File: src/rtl/axi_bram_rd_ctrl.sv
// AXI4 read-channel slave feeding a synchronous-read boot BRAM, with a 2-entry R skid buffer.
// Define AXI_WRAP_BURST_EN to accept WRAP bursts (arlen 1/3/7/15); otherwise WRAP returns SLVERR.
module axi_bram_rd_ctrl #(
   parameter int ADDR_W = 32,
   parameter int DATA_W = 32,
   parameter int MEM_AW = 12
) (
   input  logic              clk,
   input  logic              reset,
   input  logic [ADDR_W-1:0] s_araddr,
   input  logic [7:0]        s_arlen,
   input  logic [2:0]        s_arsize,
   input  logic [1:0]        s_arburst,
   input  logic              s_arvalid,
   output logic              s_arready,
   output logic [DATA_W-1:0] s_rdata,
   output logic [1:0]        s_rresp,
   output logic              s_rlast,
   output logic              s_rvalid,
   input  logic              s_rready,
   output logic [MEM_AW-1:0] mem_addr,
   output logic              mem_en,
   input  logic [DATA_W-1:0] mem_rdata
);
   localparam int LB = $clog2(DATA_W/8);
   localparam int EW = DATA_W + 3;
`ifdef AXI_WRAP_BURST_EN
   localparam bit WRAP_EN = 1'b1;
`else
   localparam bit WRAP_EN = 1'b0;
`endif

   typedef enum logic {IDLE, BURST} state_t;

   function automatic logic ar_error(input logic [ADDR_W-1:0] a, input logic [7:0] l,
                                     input logic [2:0] sz, input logic [1:0] b);
      logic e;
      logic wrap_ok;
      wrap_ok = (l == 8'd1) || (l == 8'd3) || (l == 8'd7) || (l == 8'd15);
      e = (sz != 3'(LB)) || (b == 2'b11) || ((a >> (MEM_AW + LB)) != '0);
      if (b == 2'b10 && (!WRAP_EN || !wrap_ok)) e = 1'b1;
      return e;
   endfunction

   function automatic logic [MEM_AW-1:0] next_addr(input logic [MEM_AW-1:0] a,
                                                   input logic [1:0] b, input logic [7:0] l);
      logic [MEM_AW-1:0] inc;
      logic [MEM_AW-1:0] mask;
      logic [MEM_AW-1:0] nxt;
      inc  = a + 1'b1;
      mask = MEM_AW'(l);
      case (b)
         2'b00:   nxt = a;
         2'b10:   nxt = (a & ~mask) | (inc & mask);
         default: nxt = inc;
      endcase
      return nxt;
   endfunction

   state_t            state;
   logic [MEM_AW-1:0] waddr;
   logic [7:0]        len;
   logic [1:0]        burst;
   logic              err;
   logic [8:0]        issued;
   logic              req, req_last;
   logic              pend, pend_last, pend_err;
   logic [1:0]        occ;
   logic [EW-1:0]     b0, b1;

   logic              ar_hs, r_hs, has_buf, buf_pop, byp_pop, push, wr_hi, can_issue;
   logic              ar_err;
   logic [MEM_AW-1:0] ar_wa;
   logic [DATA_W-1:0] pend_data;
   logic [EW-1:0]     pend_ent, head;
   logic [2:0]        tot;

   assign ar_hs     = s_arvalid & s_arready;
   assign ar_err    = ar_error(s_araddr, s_arlen, s_arsize, s_arburst);
   assign ar_wa     = s_araddr[MEM_AW+LB-1:LB];

   // Stage boundary: BRAM data arriving this cycle, bypassed to R when the buffer is empty
   assign pend_data = pend_err ? '0 : mem_rdata;
   assign pend_ent  = {pend_last, (pend_err ? 2'b10 : 2'b00), pend_data};
   assign has_buf   = (occ != 2'd0);
   assign head      = has_buf ? b0 : pend_ent;
   assign s_rvalid  = has_buf | pend;
   assign s_rdata   = s_rvalid ? head[DATA_W-1:0] : '0;
   assign s_rresp   = s_rvalid ? head[DATA_W+1:DATA_W] : 2'b00;
   assign s_rlast   = s_rvalid & head[EW-1];

   assign r_hs      = s_rvalid & s_rready;
   assign buf_pop   = r_hs & has_buf;
   assign byp_pop   = r_hs & ~has_buf;
   assign push      = pend & ~byp_pop;
   assign wr_hi     = (occ - {1'b0, buf_pop}) != 2'd0;

   // Buffered + in-flight beats must fit in the two skid entries once this cycle's pop retires
   assign tot       = 3'(occ) + 3'(pend) + 3'(req);
   assign can_issue = (state == BURST) && (issued <= {1'b0, len}) && (tot < (3'd2 + 3'(r_hs)));

   always_ff @(posedge clk) begin
      if (buf_pop) b0 <= b1;
      if (push) begin
         if (wr_hi) b1 <= pend_ent;
         else       b0 <= pend_ent;
      end
   end

   always_ff @(posedge clk or negedge reset) begin
      if (!reset) begin
         state     <= IDLE;
         s_arready <= 1'b1;
         mem_en    <= 1'b0;
         mem_addr  <= '0;
         waddr     <= '0;
         len       <= '0;
         burst     <= '0;
         err       <= 1'b0;
         issued    <= '0;
         req       <= 1'b0;
         req_last  <= 1'b0;
         pend      <= 1'b0;
         pend_last <= 1'b0;
         pend_err  <= 1'b0;
         occ       <= '0;
      end else begin
         req       <= 1'b0;
         mem_en    <= 1'b0;
         pend      <= req;
         pend_last <= req_last;
         pend_err  <= err;
         occ       <= 2'(occ - {1'b0, buf_pop} + {1'b0, push});
         case (state)
            IDLE: begin
               if (ar_hs) begin
                  len       <= s_arlen;
                  burst     <= s_arburst;
                  err       <= ar_err;
                  mem_addr  <= ar_wa;
                  mem_en    <= ~ar_err;
                  req       <= 1'b1;
                  req_last  <= (s_arlen == 8'd0);
                  waddr     <= next_addr(ar_wa, s_arburst, s_arlen);
                  issued    <= 9'd1;
                  state     <= BURST;
                  s_arready <= 1'b0;
               end
            end
            BURST: begin
               if (can_issue) begin
                  mem_addr <= waddr;
                  mem_en   <= ~err;
                  req      <= 1'b1;
                  req_last <= (issued == {1'b0, len});
                  waddr    <= next_addr(waddr, burst, len);
                  issued   <= issued + 9'd1;
               end
               if (r_hs && s_rlast) begin
                  state     <= IDLE;
                  s_arready <= 1'b1;
                  issued    <= '0;
               end
            end
            default: state <= IDLE;
         endcase
      end
   end
endmodule

File: config.mk
export PLATFORM = sky130hd
export DESIGN_NAME = axi_bram_rd_ctrl
export DESIGN_NICKNAME = d
export VERILOG_FILES = /design/src/rtl/axi_bram_rd_ctrl.sv
export SDC_FILE = /design/constraint.sdc
export NUM_CORES = 1
export LEC_CHECK = 0
export CAP_MARGIN = 0
export CORE_ASPECT_RATIO = 1.5
export CORE_MARGIN = 3
export CORE_UTILIZATION = 35
export DETAILED_ROUTE_END_ITERATION = 8
export PLACE_DENSITY_LB_ADDON = 0.3
export RECOVER_POWER = 50
export SLEW_MARGIN = 5
export SYNTH_ARGS = -nofsm -noshare
export SYNTH_HDL_FRONTEND = slang
export SYNTH_SLANG_ARGS = --single-unit
File: constraint.sdc
create_clock -name clk -period 12 [get_ports clk]
set_input_delay 2.4 -clock clk [delete_from_list [all_inputs] [get_ports clk]]
set_output_delay 2.4 -clock clk [all_outputs]
set_load 0.02 [all_outputs]
==> metrics.md <==
| Metric | Value |
|---|---|
| Part of the cycle the worst path needs | 0.5364 |
| Setup crit end kind | primary output |
| Layout cells sized above 1 | 0.06301 |
| Minimum clock period | 6.437 ns |
| Cell Int Power | 1.386 mW |
| Lkg Pwr | 3.654 nW |
| Vias post-DR | 5,651 |
| Die footprint | 0.02044 mm2 |
| Syn_nets | 824 |
| Worst path arrival time | 4.04 ns |
| WL met1 | 7306 um |
| Fin cells | 1,105 |
| CTS max path bufs | 2 |
| Synth Cell Area | 0.006555 mm2 |
| Net Sw Frac | 0.4043 |
| Router iterations before antenna repair | 5 |
| Die H | 173.6 um |
| Yosys reg bits | 123 |
| Clk Latency, worst-skew pair | 0.40 ns |
| Count of cell types in the netlist | 56 |
| Psw | 940.7 uW |
| Setup TNS | 0 ns |
| CP required | 9.60 ns |
| Ys Warns | 0 |
| Cells taking the most area after synthesis | dfrtp_1, edfxtp_1, dfxtp_1 |
| Fillers | 1,772 |
| ANT cells | 0 |
| Maxcap violations | 3 |
| Dpl hpwl | 12,180 um |
| TritonCTS clock tree | yes |
| WL final | 17,540 um |
| Initial antenna violation count | 0 |
| CTS root buffer | clkbuf_16 |
| Num ports | 131 |
| Max H-tree Level | 4 |
| # rows | 60 |
| Peak supply drop | 96.04 uV |
| GRT Overall Usage | 0.1707 |
| Core Util, Final | 0.4770 |
| Slew @ Worst Pin | 3.071 ns |
| Final hold vios | 0 |
| Die X | 117.7 um |
| Mean area per synthesized cell | 9.004 um2 |
| Final setup vio count | 0 |
| Length of routed met3 wiring | 720 um |
| Status | complete, but fails checks |
| Mean routed wirelength per cell | 15.87 um |
| First-pass GRT wire length | 28,390 um |
| Clock Sinks | 123 |
| Multi-input logic area | 0.003249 mm2 |
| Post-CTS setup repair buffer count | 0 |
| RSZ-0062 raised after global routing | false |
| Relative slew slack | -1.047 |
| Worst min path class | register to register |
| Sequential share of power | 0.311 |
| Number of global-route vias before repair | 5,408 |
| Clock share of power | 0.230 |
| FFs w/ async S/R, synth | 0.4390 |
| # placed instances | 1,073 |
| Fin. max-slew vios | 126 |
| Hold_buf cts | 0 |
| Port bufs | 128 |
| Via/cell ratio | 5.114 |
| Initial DRC Count | 341 |
| Dominant synthesized flop cell | dfrtp_1 |
| Max Clk Rate | 0.1554 GHz |
| Sequential cell area | 0.003075 mm2 |
| Top fanout value on the critical path | 3 |
| Placer's final routability congestion estimate | 0.8494 |
| Synth-to-layout area growth | 32.20% |
| Synth top area share | 0.2023 |
| Initial Util | 0.3608 |
| Post-synth top cells | nand2_1, a21oi_1, nor2_1 |
| Post-synth top area cell | dfrtp_1 |
| Cell Pwr Density | 268.5 mW/mm2 |
| Post-synthesis sequential area ratio | 0.4690 |
| Synthesized instance count | 728 |
| R2R setup slack | 8.23 ns |
| Clk pin slew, worst setup/hold paths | 0.06 ns |
| Post-synth EDFFs | 34 |
| Largest net degree at the start of global routing | 70 |
| Final ANT Viol Nets | 0 |
| Top Layer Used | met4 |
| Combinational Power Share | 0.459 |
| Num CTS Buffers | 17 |
| Post-CTS resize count | 0 |
| CP Class | input pin to primary output |
| Fin Clk Skew | 0.008784 ns |
| Final net count | 940 |
| Core ar. | 0.01817 mm2 |
| Crit start category | input pin |
| DRC viols | 0 |
| Failing checks | max-capacitance violations, max-slew violations |
| Most frequent cell after synthesis | nand2_1 |
| DR WL met2 | 9257 um |
| Gr ovfl total | 0 |
## area by class of cell
class / instances / share of cell area
inverter: 19 / 0.008230
multi-input combinational: 544 / 0.3750
sequential: 123 / 0.3549
tap: 248 / 0.03581
clock buffer: 18 / 0.04952
clock inverter: 14 / 0.02151
timing repair buffer: 139 / 0.1551
## power groups by stage
stage	clock network [mW]	logic [mW]	registers, mW
after floorplan	0	0.669	0.731
after global placement	0	1.08	0.726
after detailed placement	0	1.09	0.731
after CTS	0.546	1.10	0.723
after global routing	0.565	1.17	0.746
final	0.534	1.07	0.724
## sequential cells by signal, summed over array words and instances, names as in the netlist, 2 cells and up, named ones only
signal and count:
b0 35, b1 34, burst 2, issued 9, len 8, mem_addr 12
occ 2, waddr 5
## stage by stage
step | instance area [um2] | hold WS, ns | power, mW | setup WS, ns
2_1_floorplan | 6555 | 0.3537 | 1.401 | 5.620
3_3_place_gp | 8065 | 0.3630 | 1.810 | 5.627
3_5_place_dp | 8065 | 0.3739 | 1.825 | 5.604
4_1_cts | 8681 | 0.3865 | 2.367 | 5.605
5_1_grt | 8666 | 0.3906 | 2.483 | 5.453
6_report | 8666 | 0.3909 | 2.327 | 5.563
## placed cells by master (no fill, tap or decap), types with 4 or more instances in the layout
cell type and instances:
nor3_1 10, xor2_1 5, clkbuf_16 17, clkdlybuf4s50_1 79, nor3b_1 5, clkbuf_1 5, inv_6 4, a21o_1 4
or2_2 4, nand3_1 47, a31oi_1 6, and3_1 13, o21ai_0 17, dfxtp_1 35, inv_1 19, a211o_1 5
a21oi_1 83, nor4_1 8, nand2_1 106, nand2b_1 7, dfrtp_1 52, ha_1 14, mux2i_1 46, edfxtp_1 34
buf_4 7, nor2b_1 33, a211oi_1 7, nor2_1 63, dlygate4sd3_1 48, or3_1 4, o22a_1 7, xnor2_1 9
## final timing paths
path | cells after the start | start | to
worst max-delay path | 5 | mem_rdata[6] | s_rdata[6]
worst min-delay path | 0 | req_last$_DFFE_PN0P_ | pend_last$_DFF_PN0_
worst max register to register | 7 | occ[1]$_DFF_PN0_ | b1[14]$_DFFE_PP_
worst min register to register | 0 | req_last$_DFFE_PN0P_ | pend_last$_DFF_PN0_
max in group asynchronous | 2 | reset | state$_DFF_PN0_
min in group asynchronous | 2 | reset | waddr[10]$_DFFE_PN0P_
## layer usage
layer | track usage | vias to the layer above
li1 | - | 2834
met1 | 0.2003 | 2664
met2 | 0.3084 | 134
met3 | 0.03657 | 19
met4 | 0.05575 | 0
met5 | 0 | -
## critical path: stages
cell,delay (ns)
dlygate4sd3_1,0.52
nor2b_1,0.25
nand3_1,0.11
nand2_1,0.13
clkdlybuf4s50_1,0.62
## kinds of logic after synthesis
logic type               count (synthesis)  share of synthesized area
AO/OA/AOI/OAI                          153                     0.1441
XOR/XNOR                                14                    0.01871
adder cells (fa/ha/maj)                 15                    0.02978
buffers and inverters                   61                    0.03856
flip-flops                             123                     0.4690
multiplexers                            46                    0.07024
AND/OR/NAND/NOR                        316                     0.2296
Note: power is estimated with default switching activity, not from simulation.
